--- src/rtl/pixel_stream_generator.sv ---
// Purpose: VGA-style raster timing generator that overlays one solid rectangle on a black field.
// Latency: all outputs are registered one clock after the h/v counter values they decode.
// Backpressure: none; enable=0 freezes the raster and every output, while cfg_load is still captured as pending.
//
// Ports:
//   clock, resetn           - system clock (rising edge) and asynchronous active-low reset
//   enable                  - 1 advances the raster by one pixel per clock
//   cfg_load, obj_*         - rectangle update request, adopted only at the frame-wrap clock
//   pixel_out, hsync, vsync - registered video outputs
//   x_curr, y_curr, active  - registered raster position and visible-area flag
//   frame_count             - completed frames (wraps at 16 bits)
module pixel_stream_generator #(
    parameter int H_ACTIVE = 640,
    parameter int H_FP     = 16,
    parameter int H_SYNC   = 96,
    parameter int H_BP     = 48,
    parameter int V_ACTIVE = 480,
    parameter int V_FP     = 10,
    parameter int V_SYNC   = 2,
    parameter int V_BP     = 33
) (
    input  logic        clock,
    input  logic        resetn,
    input  logic        enable,
    input  logic        cfg_load,
    input  logic [10:0] obj_x,
    input  logic [10:0] obj_y,
    input  logic [10:0] obj_w,
    input  logic [10:0] obj_h,
    input  logic [29:0] obj_color,
    output logic [29:0] pixel_out,
    output logic        hsync,
    output logic        vsync,
    output logic [10:0] x_curr,
    output logic [10:0] y_curr,
    output logic        active,
    output logic [15:0] frame_count
);

    localparam int H_TOTAL = H_ACTIVE + H_FP + H_SYNC + H_BP;
    localparam int V_TOTAL = V_ACTIVE + V_FP + V_SYNC + V_BP;

    typedef enum logic [1:0] {
        REG_ACTIVE = 2'd0,
        REG_FP     = 2'd1,
        REG_SYNC   = 2'd2,
        REG_BP     = 2'd3
    } region_t;

    logic [10:0] h_cnt;
    logic [10:0] v_cnt;
    logic        pending;

    // Rectangle actually used for drawing; only changes at the frame wrap.
    logic [10:0] shadow_x;
    logic [10:0] shadow_y;
    logic [10:0] shadow_w;
    logic [10:0] shadow_h;
    logic [29:0] shadow_color;

    function automatic region_t decode(input logic [10:0] c, input int n_act,
                                       input int n_fp, input int n_sync);
        if (c < 11'(n_act))
            return REG_ACTIVE;
        else if (c < 11'(n_act + n_fp))
            return REG_FP;
        else if (c < 11'(n_act + n_fp + n_sync))
            return REG_SYNC;
        else
            return REG_BP;
    endfunction

    region_t h_reg;
    region_t v_reg;
    logic    h_last;
    logic    v_last;
    logic    frame_wrap;
    logic    vis;
    logic    in_rect;
    logic [11:0] x_end;
    logic [11:0] y_end;

    always_comb begin
        h_reg      = decode(h_cnt, H_ACTIVE, H_FP, H_SYNC);
        v_reg      = decode(v_cnt, V_ACTIVE, V_FP, V_SYNC);
        h_last     = (h_cnt == 11'(H_TOTAL - 1));
        v_last     = (v_cnt == 11'(V_TOTAL - 1));
        frame_wrap = enable && h_last && v_last;
        vis        = (h_reg == REG_ACTIVE) && (v_reg == REG_ACTIVE);
        // 12-bit exclusive bounds: x+w cannot wrap back into the visible area.
        x_end      = {1'b0, shadow_x} + {1'b0, shadow_w};
        y_end      = {1'b0, shadow_y} + {1'b0, shadow_h};
        // A zero width/height gives end == start, so the half-open range is empty.
        in_rect    = (h_cnt >= shadow_x) && ({1'b0, h_cnt} < x_end) &&
                     (v_cnt >= shadow_y) && ({1'b0, v_cnt} < y_end);
    end

    always_ff @(posedge clock or negedge resetn) begin
        if (!resetn) begin
            h_cnt        <= '0;
            v_cnt        <= '0;
            pending      <= 1'b0;
            shadow_x     <= '0;
            shadow_y     <= '0;
            shadow_w     <= '0;
            shadow_h     <= '0;
            shadow_color <= '0;
            pixel_out    <= '0;
            hsync        <= 1'b0;
            vsync        <= 1'b0;
            x_curr       <= '0;
            y_curr       <= '0;
            active       <= 1'b0;
            frame_count  <= '0;
        end else begin
            if (enable) begin
                h_cnt <= h_last ? 11'd0 : h_cnt + 11'd1;
                if (h_last)
                    v_cnt <= v_last ? 11'd0 : v_cnt + 11'd1;

                x_curr    <= h_cnt;
                y_curr    <= v_cnt;
                hsync     <= (h_reg == REG_SYNC);
                vsync     <= (v_reg == REG_SYNC);
                active    <= vis;
                pixel_out <= (vis && in_rect) ? shadow_color : 30'd0;

                if (frame_wrap)
                    frame_count <= frame_count + 16'd1;
            end

            // A load requested on the wrap clock itself is taken immediately.
            if (frame_wrap && (pending || cfg_load)) begin
                shadow_x     <= obj_x;
                shadow_y     <= obj_y;
                shadow_w     <= obj_w;
                shadow_h     <= obj_h;
                shadow_color <= obj_color;
                pending      <= 1'b0;
            end else if (cfg_load) begin
                pending <= 1'b1;
            end
        end
    end

endmodule

--- config.mk ---
export PLATFORM = sky130hd
export DESIGN_NAME = pixel_stream_generator
export DESIGN_NICKNAME = d
export VERILOG_FILES = /design/src/rtl/pixel_stream_generator.sv
export SDC_FILE = /design/constraint.sdc
export NUM_CORES = 1
export LEC_CHECK = 0
export ABC_CLOCK_PERIOD_IN_PS = 3500
export BUFFER_PORTS_ARGS = -buffer_cell sky130_fd_sc_hd__buf_2
export CORE_ASPECT_RATIO = 0.9
export CORE_MARGIN = 2
export CORE_UTILIZATION = 51
export DETAILED_ROUTE_END_ITERATION = 6
export GPL_TIMING_DRIVEN = 0
export PLACE_DENSITY = 0.79
export SYNTH_ARGS = -nofsm -noshare
export SYNTH_HDL_FRONTEND = slang
export SYNTH_SLANG_ARGS = --single-unit
--- constraint.sdc ---
create_clock -name clock -period 3.5 [get_ports clock]
set_input_delay 0.7 -clock clock [delete_from_list [all_inputs] [get_ports clock]]
set_output_delay 0.7 -clock clock [all_outputs]
set_load 0.05 [all_outputs]
==> results.json <==
{
  "synth_top_cells_by_count": "sky130_fd_sc_hd__dfrtp_1, sky130_fd_sc_hd__ha_1, sky130_fd_sc_hd__mux2_2",
  "rows": 44,
  "slew_headroom": 0.5270,
  "outcome": "finished, violations left",
  "grt_start_max_net_pins": 110,
  "area_growth_pct": 22.87,
  "worst_skew_pair.late_latency_ns": 0.44,
  "drt_pre_antenna_iters": 5,
  "synthesis.area_per_instance_um2": 11.63,
  "crit_path_max_fanout": 6,
  "maximum_count_of_clock_buffers_along_a_single_path": 2,
  "async_reset_ff_frac": 1.000,
  "dr_total_vias": 6263,
  "cts_hold_buffers": 0,
  "design.portCount": 149,
  "grt_usage": 0.2320,
  "critical_path.most_common_cell": "sky130_fd_sc_hd__o21ai_2",
  "cts.sink_count": 168,
  "h-tree-depth": 4,
  "floorplan.die.width_um": 139.3,
  "worstMarginPinSlew_ns": 0.7095,
  "finalWeightedCongestion": 0.8653,
  "failing_checks": "negative setup slack",
  "yosys_register_bits": 168,
  "fp.coreArea_mm2": 0.01613,
  "layout_setup_ws_ns": -0.1146,
  "globalRouteOverflowTotal": 0,
  "final_nets": 1051,
  "cp-startpoint": "shadow_y[0]",
  "maxCapViolations": 0,
  "slew_violations": 0,
  "dp_cells": 1077,
  "number_of_enable_type_register_cells_in_the_synthesized_netlist": 0,
  "place_ws_ns": -0.9619,
  "path_clk_slew_ns": 0.08,
  "yosys.area.top_type_share": 0.5005,
  "postPlaceCellArea_mm2": 0.009443,
  "worstPathCellList": "ha_2 -> inv_2 -> fa_2 -> nor2b_2 -> o21ai_2 -> a21oi_2 -> o21ai_2 -> o21ai_2 -> xnor2_1 -> ha_2 -> or4_4 -> a211oi_2 -> a2111oi_2 -> a221oi_2 -> buf_6 -> clkbuf_16 -> a32o_1",
  "critPathBufInv": 3,
  "yosysSeqAreaShare": 0.5005,
  "synth_nets": 870,
  "period_minus_slack_ns": 3.615,
  "cts_tree": "yes",
  "via_per_inst": 5.577,
  "ys_top_cells_by_area": "sky130_fd_sc_hd__dfrtp_1, sky130_fd_sc_hd__ha_1, sky130_fd_sc_hd__mux2_2, sky130_fd_sc_hd__a32o_1, sky130_fd_sc_hd__o21ai_0",
  "cts_made_buffers": 17,
  "yosysTopAreaCell": "sky130_fd_sc_hd__dfrtp_1",
  "yosys.cell_count.top_type": "sky130_fd_sc_hd__dfrtp_1",
  "placement.io_buffers": 147,
  "final-setup-viol-count": 30,
  "antenna_found_initial": 1,
  "total_die_area_mm2": 0.01751,
  "max_freq_ghz": 0.2767,
  "min_period_over_period": 1.033,
  "cts_root_buffer": "sky130_fd_sc_hd__clkbuf_16",
  "layout.cells.non_filler": 1123,
  "cp_data_required_time_ns": 3.87,
  "postSynth.topFlopCell": "sky130_fd_sc_hd__dfrtp_1",
  "synth_area_mm2": 0.008399,
  "fillers": 1297,
  "criticalPathCategory": "reg2reg",
  "irDropWorstVdd_mv": 0.4098,
  "fin_worst_skew_ns": 0.01282,
  "syn_inst": 722,
  "power_density_mw_per_mm2": 415.7,
  "power_mw": 4.290,
  "grt_pass1_wl_um": 32150,
  "routed_wire_length_per_instance_um": 17.32,
  "drive_gt1_frac": 0.3352,
  "remaining_drc_errors": 0,
  "antenna_diode_count": 0,
  "yosys.cell_types.count": 53,
  "postLayoutCellArea_mm2": 0.01032,
  "postRouteWirelength_um": 19450,
  "cp.arrival_ns": 3.99,
  "cp-end-kind": "flip-flop",
  "timing.setup.tns_ns": -2.696,
  "slowest_stage": "sky130_fd_sc_hd__or4_4",
  "p_leak_nw": 5.387,
  "detailed_place_hpwl_um": 13690,
  "slowest_stage_delay_on_critical_path_ns": 0.48,
  "rsz0062_at_grt": "true",
  "first_global_vias": 6298,
  "hold_path_class": "in2async",
  "detailedRoute.firstIterationViolations": 378,
  "cp_top_family": "compound AO/OA/AOI/OAI gates",
  "initial_core_util": 0.5207,
  "worstSetupStartpointType": "flip-flop",
  "r2r-start": "shadow_y[0]",
  "timing_hold_violations_final": 0,
  "yosys_warnings": 0,
  "postRouteAntennaNets": 0,
  "die_height_um": 125.7
}
-- through the flow --
stage / hold slack [ns] / utilization
finish: 0.1651 / 0.6398
global route: 0.1957 / 0.6398
CTS: 0.1928 / 0.6378
detailed placement: 0.4658 / 0.5854
global placement: 0.4596 / 0.5831
floorplan: 0.4044 / -
-- sequential cells by signal, summed over array words and instances (netlist names), 11 cells and up --
register      flops
h_cnt            11
v_cnt            11
shadow_w         11
x_curr           11
y_curr           11
shadow_y         11
shadow_h         11
pixel_out        30
shadow_color     30
shadow_x         11
frame_count      16
-- per-layer routing --
layer,vias to the layer above,part of all wire,global-route usage
met2,190,0.46,0.3573
met3,23,0.087,0.08555
met1,3076,0.44,0.3125
li1,2972,-,-
met4,2,0.010,0.06239
met5,-,0.00057,0
-- report_power, final --
group | switching, mW | internal [mW]
Clock | 0.885 | 0.952
Combinational | 0.250 | 0.132
Sequential | 0.0783 | 1.99
-- cell families (layout without fill, tap and decap cells) --
logic type               Yosys count  after routing  synth area share
AO/OA/AOI/OAI                    140            140            0.1116
XOR/XNOR                          43             43           0.04484
adder cells (fa/ha/maj)           70             70            0.1061
buffers and inverters             68            262           0.03679
flip-flops                       168            168            0.5005
multiplexers                      78             78            0.1043
AND/OR/NAND/NOR                  155            155           0.09593
-- what timing repair did --
item,CTS,global route
gates cloned,6,0
setup buffers,7,1
pin swaps,35,10
setup endpoints to repair,30,30
gates resized for setup,41,8
-- area by class of cell --
type | instances | area, um2 | area share
Buffer | 29 | 256.5 | 0.02485
Clock buffer | 17 | 425.4 | 0.04122
Clock inverter | 15 | 148.9 | 0.01443
Inverter | 39 | 146.4 | 0.01419
Multi-Input combinational cell | 486 | 3966 | 0.3843
Sequential cell | 168 | 4204 | 0.4074
Tap cell | 207 | 259.0 | 0.02510
Timing Repair Buffer | 162 | 913.4 | 0.08851
-- layout by cell type (no fill, tap or decap), types with 4 or more instances in the layout --
cell / synthesis / final
sky130_fd_sc_hd__clkbuf_1: 14 / 8
sky130_fd_sc_hd__mux2_2: 68 / 68
sky130_fd_sc_hd__nor2_1: 23 / 23
sky130_fd_sc_hd__nand2_1: 55 / 55
sky130_fd_sc_hd__a21oi_1: 26 / 23
sky130_fd_sc_hd__and3_1: 8 / 8
sky130_fd_sc_hd__mux2_1: 8 / 8
sky130_fd_sc_hd__clkbuf_16: 0 / 20
sky130_fd_sc_hd__clkbuf_8: 0 / 8
sky130_fd_sc_hd__xnor2_1: 26 / 26
sky130_fd_sc_hd__ha_2: 0 / 4
sky130_fd_sc_hd__ha_1: 68 / 64
sky130_fd_sc_hd__nand3_1: 17 / 17
sky130_fd_sc_hd__inv_8: 0 / 6
sky130_fd_sc_hd__dfrtp_1: 168 / 168
sky130_fd_sc_hd__nand4_1: 11 / 11
sky130_fd_sc_hd__o21ai_0: 54 / 48
sky130_fd_sc_hd__inv_1: 39 / 38
sky130_fd_sc_hd__nor3_1: 5 / 5
sky130_fd_sc_hd__nand2b_1: 9 / 9
sky130_fd_sc_hd__a32o_1: 31 / 31
sky130_fd_sc_hd__buf_4: 8 / 16
sky130_fd_sc_hd__inv_6: 0 / 4
sky130_fd_sc_hd__nor4_1: 5 / 5
sky130_fd_sc_hd__xor2_1: 17 / 17
sky130_fd_sc_hd__a21o_1: 6 / 6
sky130_fd_sc_hd__buf_2: 4 / 150
-- path summary, 6_finish.rpt --
check | end | slack [ns] | cells after the start
max | pixel_out[9] | -0.11 | 17
max in group asynchronous | frame_count[10] | 2.45 | 2
min reg2reg | frame_count[15] | 0.46 | 1
min | y_curr[4] | 0.17 | 1
max reg2reg | pixel_out[9] | -0.11 | 17
min in group clock | frame_count[15] | 0.46 | 1
Power figures use the tool's default switching activity.
